`src/rtl/mem_block_mover.sv`:
```
// mem_block_mover: overlap-safe (memmove) block copy sequencer placed in front
// of the image data memory. A word copy is read, address/data setup, then a
// one-cycle write strobe, giving three cycles per word.
// All outputs are registered from the current state, so the memory interface
// shows each phase one cycle after the FSM enters it.
// Optional feature macro: MEM_BLOCK_MOVER_CHECKSUM_EN adds a running XOR
// checksum output over every word read.
module mem_block_mover #(
    parameter int ADDR_W    = 16,
    parameter int DATA_W    = 64,
    parameter int MEM_DEPTH = 15451
) (
    input  logic              clk,
    input  logic              rst_n,
    input  logic              start,
    input  logic [ADDR_W-1:0] src_base,
    input  logic [ADDR_W-1:0] dst_base,
    input  logic [ADDR_W-1:0] length,
    input  logic              save_req,
    output logic              busy,
    output logic              done,
    output logic              error,
    output logic [ADDR_W-1:0] mem_address,
    output logic [DATA_W-1:0] mem_wdata,
    output logic              mem_we,
    output logic              mem_save,
    input  logic [DATA_W-1:0] mem_rdata,
    input  logic              mem_done_saving
`ifdef MEM_BLOCK_MOVER_CHECKSUM_EN
    ,
    output logic [DATA_W-1:0] checksum
`endif
);

    typedef enum logic [2:0] {
        S_IDLE,
        S_CHECK,
        S_RD,
        S_WS,
        S_WR,
        S_SAVE,
        S_DONE
    } state_t;

    localparam logic [ADDR_W:0] LAST_ADDR = (ADDR_W + 1)'(MEM_DEPTH - 1);

    state_t state, state_next;

    logic [ADDR_W-1:0] src_reg;
    logic [ADDR_W-1:0] dst_reg;
    logic [ADDR_W-1:0] len_reg;
    logic [ADDR_W-1:0] idx_reg;
    logic              save_flag_reg;
    logic              desc_reg;
    logic              err_reg;

    // Last touched addresses are computed one bit wider so a run that wraps
    // past the top of the address space is still caught as out of range.
    logic [ADDR_W:0] src_last;
    logic [ADDR_W:0] dst_last;
    logic            range_bad;
    logic            overlap_desc;
    logic            last_word;

    assign src_last     = {1'b0, src_reg} + {1'b0, len_reg} - (ADDR_W + 1)'(1);
    assign dst_last     = {1'b0, dst_reg} + {1'b0, len_reg} - (ADDR_W + 1)'(1);
    assign range_bad    = (src_last > LAST_ADDR) || (dst_last > LAST_ADDR);
    // Destination starting inside the source run must be copied top-down so
    // no source word is overwritten before it has been read.
    assign overlap_desc = (dst_reg > src_reg) && ({1'b0, dst_reg} <= src_last);
    assign last_word    = desc_reg ? (idx_reg == '0)
                                   : (idx_reg == len_reg - ADDR_W'(1));

    // State register
    always_ff @(posedge clk or negedge rst_n) begin
        if (!rst_n) begin
            state <= S_IDLE;
        end else begin
            state <= state_next;
        end
    end

    // Next-state decode
    always_comb begin
        state_next = state;
        case (state)
            S_IDLE: begin
                if (start) begin
                    state_next = S_CHECK;
                end
            end
            S_CHECK: begin
                if (len_reg == '0 || range_bad) begin
                    state_next = S_DONE;
                end else begin
                    state_next = S_RD;
                end
            end
            S_RD:    state_next = S_WS;
            S_WS:    state_next = S_WR;
            S_WR: begin
                if (!last_word) begin
                    state_next = S_RD;
                end else if (save_flag_reg) begin
                    state_next = S_SAVE;
                end else begin
                    state_next = S_DONE;
                end
            end
            S_SAVE: begin
                if (mem_done_saving) begin
                    state_next = S_DONE;
                end
            end
            S_DONE:  state_next = S_IDLE;
            default: state_next = S_IDLE;
        endcase
    end

    // Command latch, range/direction decision and word index stepping
    always_ff @(posedge clk or negedge rst_n) begin
        if (!rst_n) begin
            src_reg       <= '0;
            dst_reg       <= '0;
            len_reg       <= '0;
            idx_reg       <= '0;
            save_flag_reg <= 1'b0;
            desc_reg      <= 1'b0;
            err_reg       <= 1'b0;
        end else begin
            case (state)
                S_IDLE: begin
                    if (start) begin
                        src_reg       <= src_base;
                        dst_reg       <= dst_base;
                        len_reg       <= length;
                        save_flag_reg <= save_req;
                    end
                end
                S_CHECK: begin
                    err_reg  <= (len_reg != '0) && range_bad;
                    desc_reg <= overlap_desc;
                    idx_reg  <= overlap_desc ? (len_reg - ADDR_W'(1)) : '0;
                end
                S_WR: begin
                    if (!last_word) begin
                        idx_reg <= desc_reg ? (idx_reg - ADDR_W'(1))
                                            : (idx_reg + ADDR_W'(1));
                    end
                end
                default: ;
            endcase
        end
    end

    // Registered status and memory-side outputs. The read address set up for
    // RD is visible during WS, so the word returned then is the source word;
    // it is captured straight into the write-data register.
    always_ff @(posedge clk or negedge rst_n) begin
        if (!rst_n) begin
            busy        <= 1'b0;
            done        <= 1'b0;
            error       <= 1'b0;
            mem_we      <= 1'b0;
            mem_save    <= 1'b0;
            mem_address <= '0;
            mem_wdata   <= '0;
        end else begin
            busy     <= (state != S_IDLE);
            done     <= (state == S_DONE);
            error    <= (state == S_DONE) && err_reg;
            mem_we   <= (state == S_WR);
            mem_save <= (state == S_SAVE) && !mem_done_saving;
            case (state)
                S_RD: mem_address <= src_reg + idx_reg;
                S_WS: begin
                    mem_address <= dst_reg + idx_reg;
                    mem_wdata   <= mem_rdata;
                end
                default: ;
            endcase
        end
    end

`ifdef MEM_BLOCK_MOVER_CHECKSUM_EN
    // Running XOR of every source word, restarted for each accepted command
    always_ff @(posedge clk or negedge rst_n) begin
        if (!rst_n) begin
            checksum <= '0;
        end else if (state == S_CHECK) begin
            checksum <= '0;
        end else if (state == S_WS) begin
            checksum <= checksum ^ mem_rdata;
        end
    end
`endif

endmodule

```
`config.mk`:
```
export PLATFORM = sky130hd
export DESIGN_NAME = mem_block_mover
export DESIGN_NICKNAME = d
export VERILOG_FILES = /design/src/rtl/mem_block_mover.sv
export SDC_FILE = /design/constraint.sdc
export NUM_CORES = 1
export LEC_CHECK = 0
export ABC_AREA = 1
export BUFFER_PORTS_ARGS = -buffer_cell sky130_fd_sc_hd__clkbuf_2
export CORE_MARGIN = 3
export CORE_UTILIZATION = 50
export CTS_CLUSTER_SIZE = 10
export DETAILED_ROUTE_END_ITERATION = 12
export PLACE_DENSITY_LB_ADDON = 0.25
export SLEW_MARGIN = 10
export SYNTH_ARGS = -nofsm -noshare
export SYNTH_HDL_FRONTEND = slang
export SYNTH_SLANG_ARGS = --single-unit
```
`constraint.sdc`:
```
create_clock -name clk -period 3.3 [get_ports clk]
set_input_delay 0.33 -clock clk [delete_from_list [all_inputs] [get_ports clk]]
set_output_delay 0.33 -clock clk [all_outputs]
set_load 0.02 [all_outputs]
```
==> results of run 1 <==
==> through the flow <==
step,setup TNS [ns],setup WS [ns],hold WS [ns]
6_report,-1.913,-0.1829,0.07699
5_1_grt,-5.545,-0.3655,0.09425
4_1_cts,-0.2624,-0.09204,0.06381
3_5_place_dp,-1.923,-0.1951,0.4481
3_3_place_gp,-0.3201,-0.05400,0.4553
2_1_floorplan,0,0.007723,0.03441
==> what timing repair did <==
item                                    CTS  global route
cloned                                    2             0
buffers inserted                          5             4
pin swaps                                24            23
endpoints found under the setup margin   17            21
resized for setup                        59            45
hold endpoints to repair                 14             0
hold buffers                              1             0
==> kinds of logic after synthesis <==
logic type                 after synthesis
adders and majority gates              129
buffers and inverters                  272
muxes                                   65
DFF                                    155
AOI/OAI and AO/OA                      202
xor gates and xnor gates                14
and+or+nand+nor                        777
==> cells in the mapped netlist (2+ instances only) <==
library cell / instances
nand2_1: 408
inv_1: 238
dfrtp_1: 155
nor2_1: 148
nand3_1: 137
ha_1: 125
a21oi_1: 120
mux2_2: 65
o21ai_0: 52
nand4_1: 20
clkbuf_1: 19
nand3b_1: 14
nor3_1: 11
xor2_1: 9
nand2_2: 8
or2_2: 8
a21o_1: 7
a31oi_1: 5
nor4_1: 5
o21bai_1: 5
xnor2_1: 5
buf_1: 4
buf_2: 4
fa_1: 4
nor2_2: 4
nor2_4: 4
inv_2: 3
nand2_4: 3
o21a_1: 3
and2_1: 2
buf_6: 2
clkinv_1: 2
nand3_2: 2
o21ai_1: 2
o31ai_1: 2
==> cell type report <==
class	count	area share, %
clock inverters	14	1.182
repair buffers	287	11.67
well taps	313	2.625
multi-input cells	1187	49.53
clock buffers	18	2.877
flip-flops and latches	155	26.00
inverters	243	6.114
==> final timing paths <==
kind                                  from              end  slack (ns)  cells after the start
max in group asynchronous            rst_n    mem_wdata[35]        1.94                      3
min in group asynchronous            rst_n    mem_wdata[46]        0.52                      2
max                             src_reg[1]      idx_reg[12]       -0.18                     28
min reg2reg                mem_address[11]  mem_address[11]        0.48                      2
min                        mem_done_saving         mem_save        0.08                      2
max reg2reg                     src_reg[1]      idx_reg[12]       -0.18                     28
==> routing by layer <==
| layer | up-vias | share of wire, % | track usage, % |
|---|---|---|---|
| met5 | - | 0.065 | 0 |
| met4 | 4 | 2.9 | 9.034 |
| met3 | 73 | 7.8 | 6.667 |
| met2 | 441 | 47 | 46.63 |
| met1 | 5518 | 42 | 37.01 |
| li1 | 5812 | - | - |
==> out/qor.txt, run 1 <==
ratio of final minimum period to clock period: 105.5%
gpl congestion: 0.9782
Post-Syn Area per Cell: 7.348 µm²
Chip Width: 160.0 µm
vias in the first global route: 11390
Slew headroom: 44.14%
cell family with most CP delay: simple AND/OR/NAND/NOR gates
most used cell, CP: nand2_1
global-route wire length before repair: 58180 µm
largest net degree at the start of global routing: 86
Clk Latency, worst-skew pair: 0.44 ns
vias: 11850
Clock Path Buffers: 2
area leader, netlist: dfrtp_1
slew at the pin closest to its max-slew limit: 0.8380 ns
Multi-input gate area: 7390 µm²
share of the synthesized area in the top cell type: 32.71%
non-filler instance count after layout: 2217
min Tclk post-route: 3.483 ns
Top Ports: 202
Yosys reg bits: 155
Slew Limit Fails: 0
fin util: 64.91%
FILL cells: 2079
most frequent cells in the layout: 387 x nand2_1, 224 x inv_1, 200 x clkbuf_2, 155 x dfrtp_1, 142 x nor2_1
final hold vios: 0
GRT Residual Overflow: 0
Synth Flop Type: dfrtp_1
Largest register FFs: 64
setup ws final: -0.1829 ns
yosys warns: 0
min-delay worst type: input port to register
Final Skew: 0.01580 ns
Die ar.: 25600 µm²
core area: 22980 µm²
critical path startpoint category: register
share of cells above drive strength 1: 26.42%
initial antenna violation count: 2
Cells after Synth: 1614
DRT antenna net count: 0
status: finished with violations
Die H: 160.0 µm
failing checks: setup timing
XOR/XNOR Fraction of Synth Area: 1.034%
compound-gate portion of the synthesized area: 9.095%
Via density: 5.344
crit path max-delay cell type: dfrtp_1
post-placement cell count: 2173
CTS HTree Levels: 4
IO buf count: 201
final routed DRC violation total: 0
CP Capture Type: register
FF+latch area: 3879 µm²
Rows: 55
largest family of logic cells by synthesized area: simple AND/OR/NAND/NOR gates
sequential element share of the synthesized area: 32.71%
post-synthesis adder-cell area fraction: 13.86%
effective utilization at floorplan: 51.59%
most common cell after layout, fill and taps aside: nand2_1
wire length per cell: 16.77 µm
Net Count, Synth: 1860
Max Fclk: 287.1 MHz
Largest Register: mem_wdata
Synth async-reset ratio: 100.0%
slowest cell delay on critical path: 0.37 ns
ant diodes: 0
critical path arrival: 3.80 ns
Worst Path Max Fanout: 5
fin area: 14920 µm²
Pre-antenna DRT Iters: 6
Critical Path RT: 3.61 ns
RSZ-0062 raised after global routing: true
area of placed instances: 13750 µm²
CTS Root Cell: clkbuf_16
Clock Sinks: 155
synth-to-layout area growth: 25.81%
DPL Wire Length: 28810 µm
cell area after synthesis: 11860 µm²
simple-gate share of the synthesized area: 28.35%
post-synthesis mux area share: 6.172%
EDFF count, synth: 0
Final Setup Violations: 17
Area contributors post-synth: dfrtp_1 33%, ha_1 13%, nand2_1 13%
Routed Wire Length: 37170 µm
TritonCTS clock tree: yes
Yosys cell types: 44
1st-iter DRT viols: 822
CTS Buf Count: 17
worst path bufs/invs: 4
final net count: 2137
max_cap viols: 0
Total GRT Usage: 28.33%
Worst-path clk slew: 0.07 ns
Worst Setup Path Type: register to register
Power of run 1 is left out: the tool's default activity adds up to more than one toggle a clock period on the data nets, which glitch-free logic cannot reach.
==> inputs of run 2 (changes only) <==
- CORE_UTILIZATION: 50 -> 35
==> run 2 against run 1 <==
Effect of this change:
- the run still ends with setup timing left
- non-clock buffer count grew 11
- design area grew 1.7%
- critical path type unchanged
- maximum frequency grew 5.2%
- via count shrank 3.7%
- flip-flop and latch count is the same
==> out/qor.txt, run 2 (same netlist as run 1, synthesis figures left out) <==
status: finished with violations
failing checks: setup timing
CTS Root Cell: clkbuf_16
TritonCTS clock tree: yes
ratio of final minimum period to clock period: 100.4%
Critical path origin: src_reg[1]
Final Skew: 0.01111 ns
Largest Register: mem_wdata
Die ar.: 36130 µm²
most common cell after layout, fill and taps aside: nand2_1
FILL cells: 3314
Chip Width: 190.1 µm
Total GRT Usage: 20.12%
FF-to-FF End: idx_reg[2]
most frequent cells in the layout: 387 x nand2_1, 225 x inv_1, 200 x clkbuf_2, 155 x dfrtp_1, 141 x nor2_1
setup slack, reg-to-reg: -0.01 ns
max_cap viols: 0
synth-to-layout area growth: 27.92%
DRT antenna net count: 0
IO buf count: 201
effective utilization at floorplan: 35.99%
CTS HTree Levels: 4
Hold Path Depth: 2
worst r2r src: src_reg[1]
Worst Setup Path Type: register to register
global-route wire length before repair: 57550 µm
1st-iter DRT viols: 583
Pre-antenna DRT Iters: 5
Clock Sinks: 155
critical path arrival: 3.64 ns
final net count: 2148
DPL Wire Length: 29740 µm
final hold vios: 0
pre-CTS WS: -0.1445 ns
vias in the first global route: 10980
Top Ports: 202
initial antenna violation count: 0
critical path startpoint category: register
Worst Min Path Start: mem_done_saving
RSZ-0062 raised after global routing: true
Slew Limit Fails: 0
Critical Path RT: 3.62 ns
largest net degree at the start of global routing: 109
Worst Path Max Fanout: 5
min Tclk post-route: 3.312 ns
Die H: 190.1 µm
cells on worst reg2reg path: 27
Rows: 66
Via density: 4.838
hold slack: 0.08460 ns
CTS Buf Count: 17
Routed Wire Length: 36940 µm
wire length per cell: 15.66 µm
Largest register FFs: 64
GRT Residual Overflow: 0
Clk Latency, worst-skew pair: 0.44 ns
slew at the pin closest to its max-slew limit: 0.8922 ns
final routed DRC violation total: 0
Clock Path Buffers: 2
Max Fclk: 301.9 MHz
min-delay worst type: input port to register
gpl congestion: 0.9049
Slew headroom: 40.52%
share of cells above drive strength 1: 27.00%
Final Setup Violations: 2
core area: 32950 µm²
CP Capture Type: register
vias: 11410
Worst Hold Path EP: mem_save
setup ws final: -0.01185 ns
Worst-path clk slew: 0.07 ns
## run 2: changes by cell type in the layout (fill, tap and decap cells not counted), moves of 2 or more
cell        before  now
o21ai_1          8    6
nor2_2           8   10
clkbuf_16       17   19
buf_4           79   90
buf_16           2    0
nand3_4          6    4
nand3_2         13   15
inv_8            2    4
inv_6            6    4
clkinvlp_4       1    3
## run 2: layout make-up
type                       instances  area [µm²]  area share [%]
multi-input combinational       1187        7402           48.80
timing repair buffer             298        1810           11.94
sequential                       155        3879           25.57
inverter                         243       912.1           6.013
clock inverter                    14       171.4           1.130
antenna                            1       2.502         0.01650
tap                              442       553.0           3.646
clock buffer                      18       439.2           2.895
## run 2: per-layer routing
metal / routed length (µm) / global-route usage (%) / vias up
li1: - / - / 5854
met4: 1073 / 7.080 / 0
met2: 16420 / 32.27 / 308
met5: 0 / 0 / -
met3: 1903 / 3.151 / 54
met1: 17540 / 27.55 / 5193
## run 2: critical path, stage by stage (launching register included)
cell and delay [ns]:
dfrtp_1 0.36, inv_2 0.06, ha_4 0.26, inv_2 0.04, ha_4 0.16, fa_2 0.37, nand3_2 0.10, nand2_4 0.06
nand3_4 0.07, nand2_4 0.06, nand2_2 0.07, nand4_1 0.07, nand2_1 0.10, inv_1 0.07, ha_4 0.26, nand2_2 0.06
o21a_1 0.18, nand2_1 0.05, nand2_1 0.05, nand2_1 0.05, nand2_1 0.05, nand2_2 0.08, nand3_4 0.12, buf_12 0.17
nand3_1 0.06, o21ai_0 0.08, nand2_1 0.09, nand2_1 0.05
## run 2: worst max path at each step
stage             endpoint  slack (ns)  cells past startpoint
2_1_floorplan   idx_reg[4]       0.008                     28
3_3_place_gp    idx_reg[2]       -0.10                     28
3_5_place_dp   idx_reg[14]       -0.14                     28
4_1_cts         idx_reg[3]       0.003                     26
5_1_grt        idx_reg[15]       -0.23                     27
6_report        idx_reg[2]       -0.01                     27
## run 2: what timing repair did
item	4_1_cts	5_1_grt
setup buffers	3	5
endpoints found under the setup margin	17	20
gates resized for setup	11	93
hold buffers	1	0
gates cloned	0	2
endpoints found under the hold margin	47	0
pin swaps	6	29
## run 2: per-stage QoR
step	instances	utilization, %	TNS, ns	instance area (µm²)
5_1_grt	2357	46.03	-3.219	15170
4_1_cts	2350	44.49	0	14660
2_1_floorplan	1614	-	0	11860
3_3_place_gp	2314	42.45	-0.9694	13990
6_report	2358	46.04	-0.01607	15170
3_5_place_dp	2314	42.45	-1.629	13990
Power of run 2 is left out for the same reason.
